### src/rtl/nfa_query_dispatcher.sv
// Routes an input line stream either into NFA memory writes or into a
// serialised stream of query words, with sticky protocol/overflow flags.
module nfa_query_dispatcher #(
    parameter int unsigned DATA_WIDTH     = 512,
    parameter int unsigned QUERY_WIDTH    = 64,
    parameter int unsigned NFA_ADDR_WIDTH = 10
) (
    input  logic                      clk,
    input  logic                      rst_n,
    input  logic                      s_axis_tvalid,
    output logic                      s_axis_tready,
    input  logic [DATA_WIDTH-1:0]     s_axis_tdata,
    input  logic                      s_axis_tlast,
    input  logic                      s_axis_ttype,
    output logic                      nfa_wr_en,
    output logic [NFA_ADDR_WIDTH-1:0] nfa_wr_addr,
    output logic [DATA_WIDTH-1:0]     nfa_wr_data,
    output logic                      nfa_loaded,
    output logic                      m_query_tvalid,
    input  logic                      m_query_tready,
    output logic [QUERY_WIDTH-1:0]    m_query_tdata,
    output logic                      m_query_tlast,
    output logic                      nfa_overflow,
    output logic                      proto_err,
    output logic [31:0]               query_words_out
);

    localparam int unsigned LANES  = DATA_WIDTH / QUERY_WIDTH;
    localparam int unsigned SLOT_W = (LANES > 1) ? $clog2(LANES) : 1;
    localparam logic [SLOT_W-1:0]         LAST_SLOT = SLOT_W'(LANES - 1);
    localparam logic [NFA_ADDR_WIDTH-1:0] MAX_ADDR  = '1;

    typedef enum logic [1:0] {
        IDLE     = 2'd0,
        LOAD_NFA = 2'd1,
        QUERY    = 2'd2
    } state_t;

    state_t                      state;
    state_t                      state_nxt;
    logic [NFA_ADDR_WIDTH-1:0]   line_cnt;
    logic [DATA_WIDTH-1:0]       buf_line;
    logic                        buf_last;
    logic [SLOT_W-1:0]           slot;
    logic [SLOT_W-1:0]           slot_nxt;
    logic [QUERY_WIDTH-1:0]      lane_nxt;

    logic in_hs;
    logic q_hs;
    logic last_slot_hs;
    logic nfa_accept;
    logic q_accept;
    logic proto_hit;

    assign q_hs         = m_query_tvalid && m_query_tready;
    assign last_slot_hs = q_hs && (slot == LAST_SLOT);
    assign in_hs        = s_axis_tvalid && s_axis_tready;
    assign nfa_accept   = in_hs && !s_axis_ttype && (state == IDLE || state == LOAD_NFA);
    assign q_accept     = in_hs &&  s_axis_ttype && (state == IDLE || state == QUERY);
    assign proto_hit    = in_hs && ((state == LOAD_NFA && s_axis_ttype) ||
                                    (state == QUERY    && !s_axis_ttype));
    assign slot_nxt     = slot + SLOT_W'(1);
    assign lane_nxt     = buf_line[QUERY_WIDTH * 32'(slot_nxt) +: QUERY_WIDTH];

    // NFA path never stalls; query path accepts into an empty or draining buffer
    always_comb begin
        s_axis_tready = 1'b1;
        if (state == QUERY) begin
            s_axis_tready = !m_query_tvalid || last_slot_hs;
        end
    end

    always_ff @(posedge clk) begin
        if (!rst_n) begin
            state <= IDLE;
        end else begin
            state <= state_nxt;
        end
    end

    always_comb begin
        state_nxt = state;
        case (state)
            IDLE: begin
                if (nfa_accept && !s_axis_tlast) begin
                    state_nxt = LOAD_NFA;
                end else if (q_accept) begin
                    state_nxt = QUERY;
                end
            end
            LOAD_NFA: begin
                if (nfa_accept && s_axis_tlast) begin
                    state_nxt = IDLE;
                end
            end
            QUERY: begin
                // a line accepted during the final handoff keeps the section open
                if (last_slot_hs && buf_last && !q_accept) begin
                    state_nxt = IDLE;
                end
            end
            default: state_nxt = IDLE;
        endcase
    end

    // NFA write port and line counter
    always_ff @(posedge clk) begin
        if (!rst_n) begin
            nfa_wr_en    <= 1'b0;
            nfa_wr_addr  <= '0;
            nfa_wr_data  <= '0;
            nfa_loaded   <= 1'b0;
            line_cnt     <= '0;
            nfa_overflow <= 1'b0;
            proto_err    <= 1'b0;
        end else begin
            nfa_wr_en  <= nfa_accept;
            nfa_loaded <= nfa_accept && s_axis_tlast;
            if (nfa_accept) begin
                nfa_wr_addr <= line_cnt;
                nfa_wr_data <= s_axis_tdata;
                if (s_axis_tlast) begin
                    line_cnt <= '0;
                end else begin
                    line_cnt <= line_cnt + NFA_ADDR_WIDTH'(1);
                    if (line_cnt == MAX_ADDR) begin
                        nfa_overflow <= 1'b1;
                    end
                end
            end
            if (proto_hit) begin
                proto_err <= 1'b1;
            end
        end
    end

    // Query line buffer and word serialiser
    always_ff @(posedge clk) begin
        if (!rst_n) begin
            buf_line        <= '0;
            buf_last        <= 1'b0;
            slot            <= '0;
            m_query_tvalid  <= 1'b0;
            m_query_tdata   <= '0;
            m_query_tlast   <= 1'b0;
            query_words_out <= '0;
        end else begin
            if (q_hs) begin
                query_words_out <= query_words_out + 32'(1);
            end
            if (q_accept) begin
                buf_line       <= s_axis_tdata;
                buf_last       <= s_axis_tlast;
                slot           <= '0;
                m_query_tvalid <= 1'b1;
                m_query_tdata  <= s_axis_tdata[QUERY_WIDTH-1:0];
                m_query_tlast  <= s_axis_tlast && (LAST_SLOT == '0);
            end else if (q_hs) begin
                if (slot == LAST_SLOT) begin
                    slot           <= '0;
                    m_query_tvalid <= 1'b0;
                    m_query_tlast  <= 1'b0;
                end else begin
                    slot          <= slot_nxt;
                    m_query_tdata <= lane_nxt;
                    m_query_tlast <= buf_last && (slot_nxt == LAST_SLOT);
                end
            end
        end
    end

endmodule

### config.mk
export PLATFORM = sky130hd
export DESIGN_NAME = nfa_query_dispatcher
export DESIGN_NICKNAME = d
export VERILOG_FILES = /design/src/rtl/nfa_query_dispatcher.sv
export SDC_FILE = /design/constraint.sdc
export NUM_CORES = 2
export LEC_CHECK = 0
export ABC_AREA = 1
export BUFFER_PORTS_ARGS = -buffer_cell sky130_fd_sc_hd__buf_2
export CORE_AREA = 3 3 441 443
export DETAILED_ROUTE_END_ITERATION = 8
export DIE_AREA = 0 0 444 446
export PLACE_DENSITY = 0.48
export SETUP_SLACK_MARGIN = 0.05
export SLEW_MARGIN = 20
export SYNTH_ARGS = -nofsm -noshare
export SYNTH_HDL_FRONTEND = slang
export SYNTH_SLANG_ARGS = --single-unit
### constraint.sdc
create_clock -name clk -period 3.2 [get_ports clk]
set_input_delay 0.32 -clock clk [delete_from_list [all_inputs] [get_ports clk]]
set_output_delay 0.32 -clock clk [all_outputs]
set_load 0.05 [all_outputs]
==> flow_summary.yaml <==
die:
  io_pins: 1143
  die_y_um: 446
  die_area_um2: 198000
  initial_core_util_pct: 23.6
  die-width_um: 444
  rows: 160
  coreArea_um2: 190000
worst_setup_path:
  reg2reg_slack_ns: 0.46
  r2r.worst_path.cells: 11
  path_class: "register to register"
  cp_slowest_cell: "dfxtp_4"
  crit_fanout: 56
  max_stage_delay_ns: 0.42
  r2r_end: "buf_line[17]"
  critPathArrivalTime_ns: 3.44
  critPathLaunchType: "register"
  crit_start: "slot[0]"
  crit_end: "buf_line[17]"
  cp-end-kind: "register"
  crit_chain: "ha_1 -> ha_4 -> a21oi_2 -> nand2_4 -> nand2_2 -> nor2_4 -> nand2_8 -> inv_8 -> buf_12 -> nand2_1 -> a21oi_1"
  reg2reg_from: "slot[0]"
  critPathRequiredTime_ns: 3.90
drt:
  drtAntennaViolNets: 0
  drt_pass1_iterations: 6
  drcViolationCount: 0
  vias: 47945
  finalWirelength_mm: 233
  wire_per_inst_um: 22.8
  vias_per_cell: 4.69
  drt-initial-drc-count: 3455
logic_synthesis:
  yosys_warnings: 0
  synth_cell_types: 35
  syn_nets: 6656
  netlist_area_um2: 45000
  synth-async-reset-ratio_pct: 0
  syn_area_per_cell_um2: 7.33
  synth-seq-cells: 1152
  synth_top_area_share_pct: 51.3
  synth_edf_count: 0
  synth_flop_cell: "dfxtp_1"
  ys_top_cells_by_area: "dfxtp_1 51%, nand2_1 16%, a21oi_1 16%"
  yosysSeqAreaShare_pct: 51.3
  yosys.area.top_type: "dfxtp_1"
  synthCells: 6133
finish:
  drive_above_1_share_pct: 19.5
  final_common_cell: "nand2_1"
  final_cell_mix: "1932 x nand2_1, 1430 x a21oi_1, 1151 x dfxtp_1"
  final_cells: 10220
  regArea_um2: 23100
  syn_to_final_growth_pct: 40.7
  multi_input_area_um2: 18600
  final_cell_area_um2: 63300
  nets: 8103
  nFillCells: 20365
sta:
  period_share_pct: 85.6
  holdWs_ns: 0.338
  worstMarginPinSlew_ns: 0.987
  hold_viol: 0
  rsz0062_at_grt: "no"
  finalSetupViolCount: 0
  final.setup.tns_ns: 0
  drv_slew: 0
  skew_ns: 0.0352
  relSlewSlack_pct: 33.5
  period_needed_ns: 2.74
  fmax_mhz: 365
global_routing:
  antenna_found_initial: 38
  grt_overflow_total: 0
  grt_pass1_wl_mm: 327
  first_global_vias: 45958
  grt_max_degree: 134
  grt_usage_pct: 22.4
power_and_ir_drop:
  ir_drop_mv: 0.391
  finalPower_mw: 40.7
  p_per_area_nw_per_um2: 643
  p_leak_nw: 26.3
cts:
  cts-root-buf: "clkbuf_16"
  clk_transition_reported_paths_ns: 0.06
  cts_made_buffers: 141
  cts_tree: "built"
  clk_latency_ns: 0.81
  h-tree-depth: 4
  postCtsSetupBuffers: 0
  clk_path_buf_depth: 3
  numClockSinks: 1152
placement:
  dpl.hpwl_mm: 169
  portBuffers: 1142
  dpl.cell_count: 9431
  globalplace.congestion: 0.891
  place_area_um2: 53300
flow_run:
  maxCapViolations: 0
min_path:
  hp-class: "input port to register"
outcome:
  status: "complete, no violations"
[stage by stage]
step	setup WS, ns	util, %
3_3_place_gp	0.360	28.0
6_report	0.462	33.2
5_1_grt	0.259	33.2
4_1_cts	0.326	33.2
3_5_place_dp	0.385	28.0
2_1_floorplan	0.730	-
[flip-flops by register name, indices dropped and copies added, names as in the netlist]
register,count
nfa_loaded,1
nfa_wr_addr,10
m_query_tvalid,1
slot,3
m_query_tlast,1
line_cnt,10
state,2
nfa_wr_data,512
proto_err,1
buf_line,512
nfa_wr_en,1
m_query_tdata,64
query_words_out,32
nfa_overflow,1
buf_last,1
[layout make-up]
cell class | count | share of cell area, %
Inverter | 340 | 2.08
Clock inverter | 45 | 1.11
Antenna cell | 23 | 0.0909
Sequential cell | 1152 | 36.4
Tap cell | 2511 | 4.96
Multi-Input combinational cell | 4165 | 29.3
Timing Repair Buffer | 1780 | 19.6
Clock buffer | 204 | 6.41
[how the worst min path moves through the flow]
stage / cells after the start / end / slack (ns) / startpoint
2_1_floorplan: 1 / line_cnt[8] / 0.42 / line_cnt[8]
3_3_place_gp: 2 / buf_line[137] / 0.44 / buf_line[137]
3_5_place_dp: 2 / buf_line[129] / 0.45 / buf_line[129]
4_1_cts: 4 / nfa_wr_data[64] / 0.26 / s_axis_tdata[64]
5_1_grt: 4 / nfa_wr_data[237] / 0.30 / s_axis_tdata[237]
6_report: 4 / nfa_wr_data[161] / 0.34 / s_axis_tdata[161]
[where the power goes]
part | leakage [nW] | switching, mW | internal [mW]
Clock | 2.30 | 7.00 | 9.36
Sequential | 9.42 | 0.506 | 15.5
Combinational | 14.6 | 6.10 | 2.29
[routing by layer]
layer  GRT usage, %  vias to the layer above  wire length (um)
met5              0                        -                98
li1               -                    22973                 -
met4           10.9                       14             12100
met2           39.8                     1699            117000
met1           25.7                    22754             91700
met3           4.31                      505             12800
[synthesized netlist by cell type, types with 4 or more instances]
cell / count
buf_2: 164
nand2_1: 1932
o21ai_1: 32
clkbuf_1: 237
nand3_1: 24
nand3b_1: 7
buf_4: 35
dfxtp_1: 1152
inv_2: 6
xor2_1: 4
inv_1: 333
nor2_1: 64
a21oi_1: 1430
ha_1: 5
nor3_1: 19
nand4_1: 11
buf_1: 38
o21ai_0: 614
[what timing repair did]
action                    4_1_cts  5_1_grt
hold buffers                  517        0
hold endpoints to repair     1091        0
resized for setup               0        0
[critical path, delay by kind of cell, from the launching register on]
kind            cells  cell delay [ns]
simple gates        5             0.84
buf+inv             2             0.61
flops               1             0.42
fa+ha+maj           2             0.38
compound gates      2             0.30
[cells by family after synthesis]
group | synth area share (%)
adders and majority gates | 0.139
and+or+nand+nor | 17.6
AOI/OAI and AO/OA | 23.3
buffers and inverters | 7.59
xor gates and xnor gates | 0.0779
DFF | 51.3
Note: power is estimated with default switching activity, not from simulation.
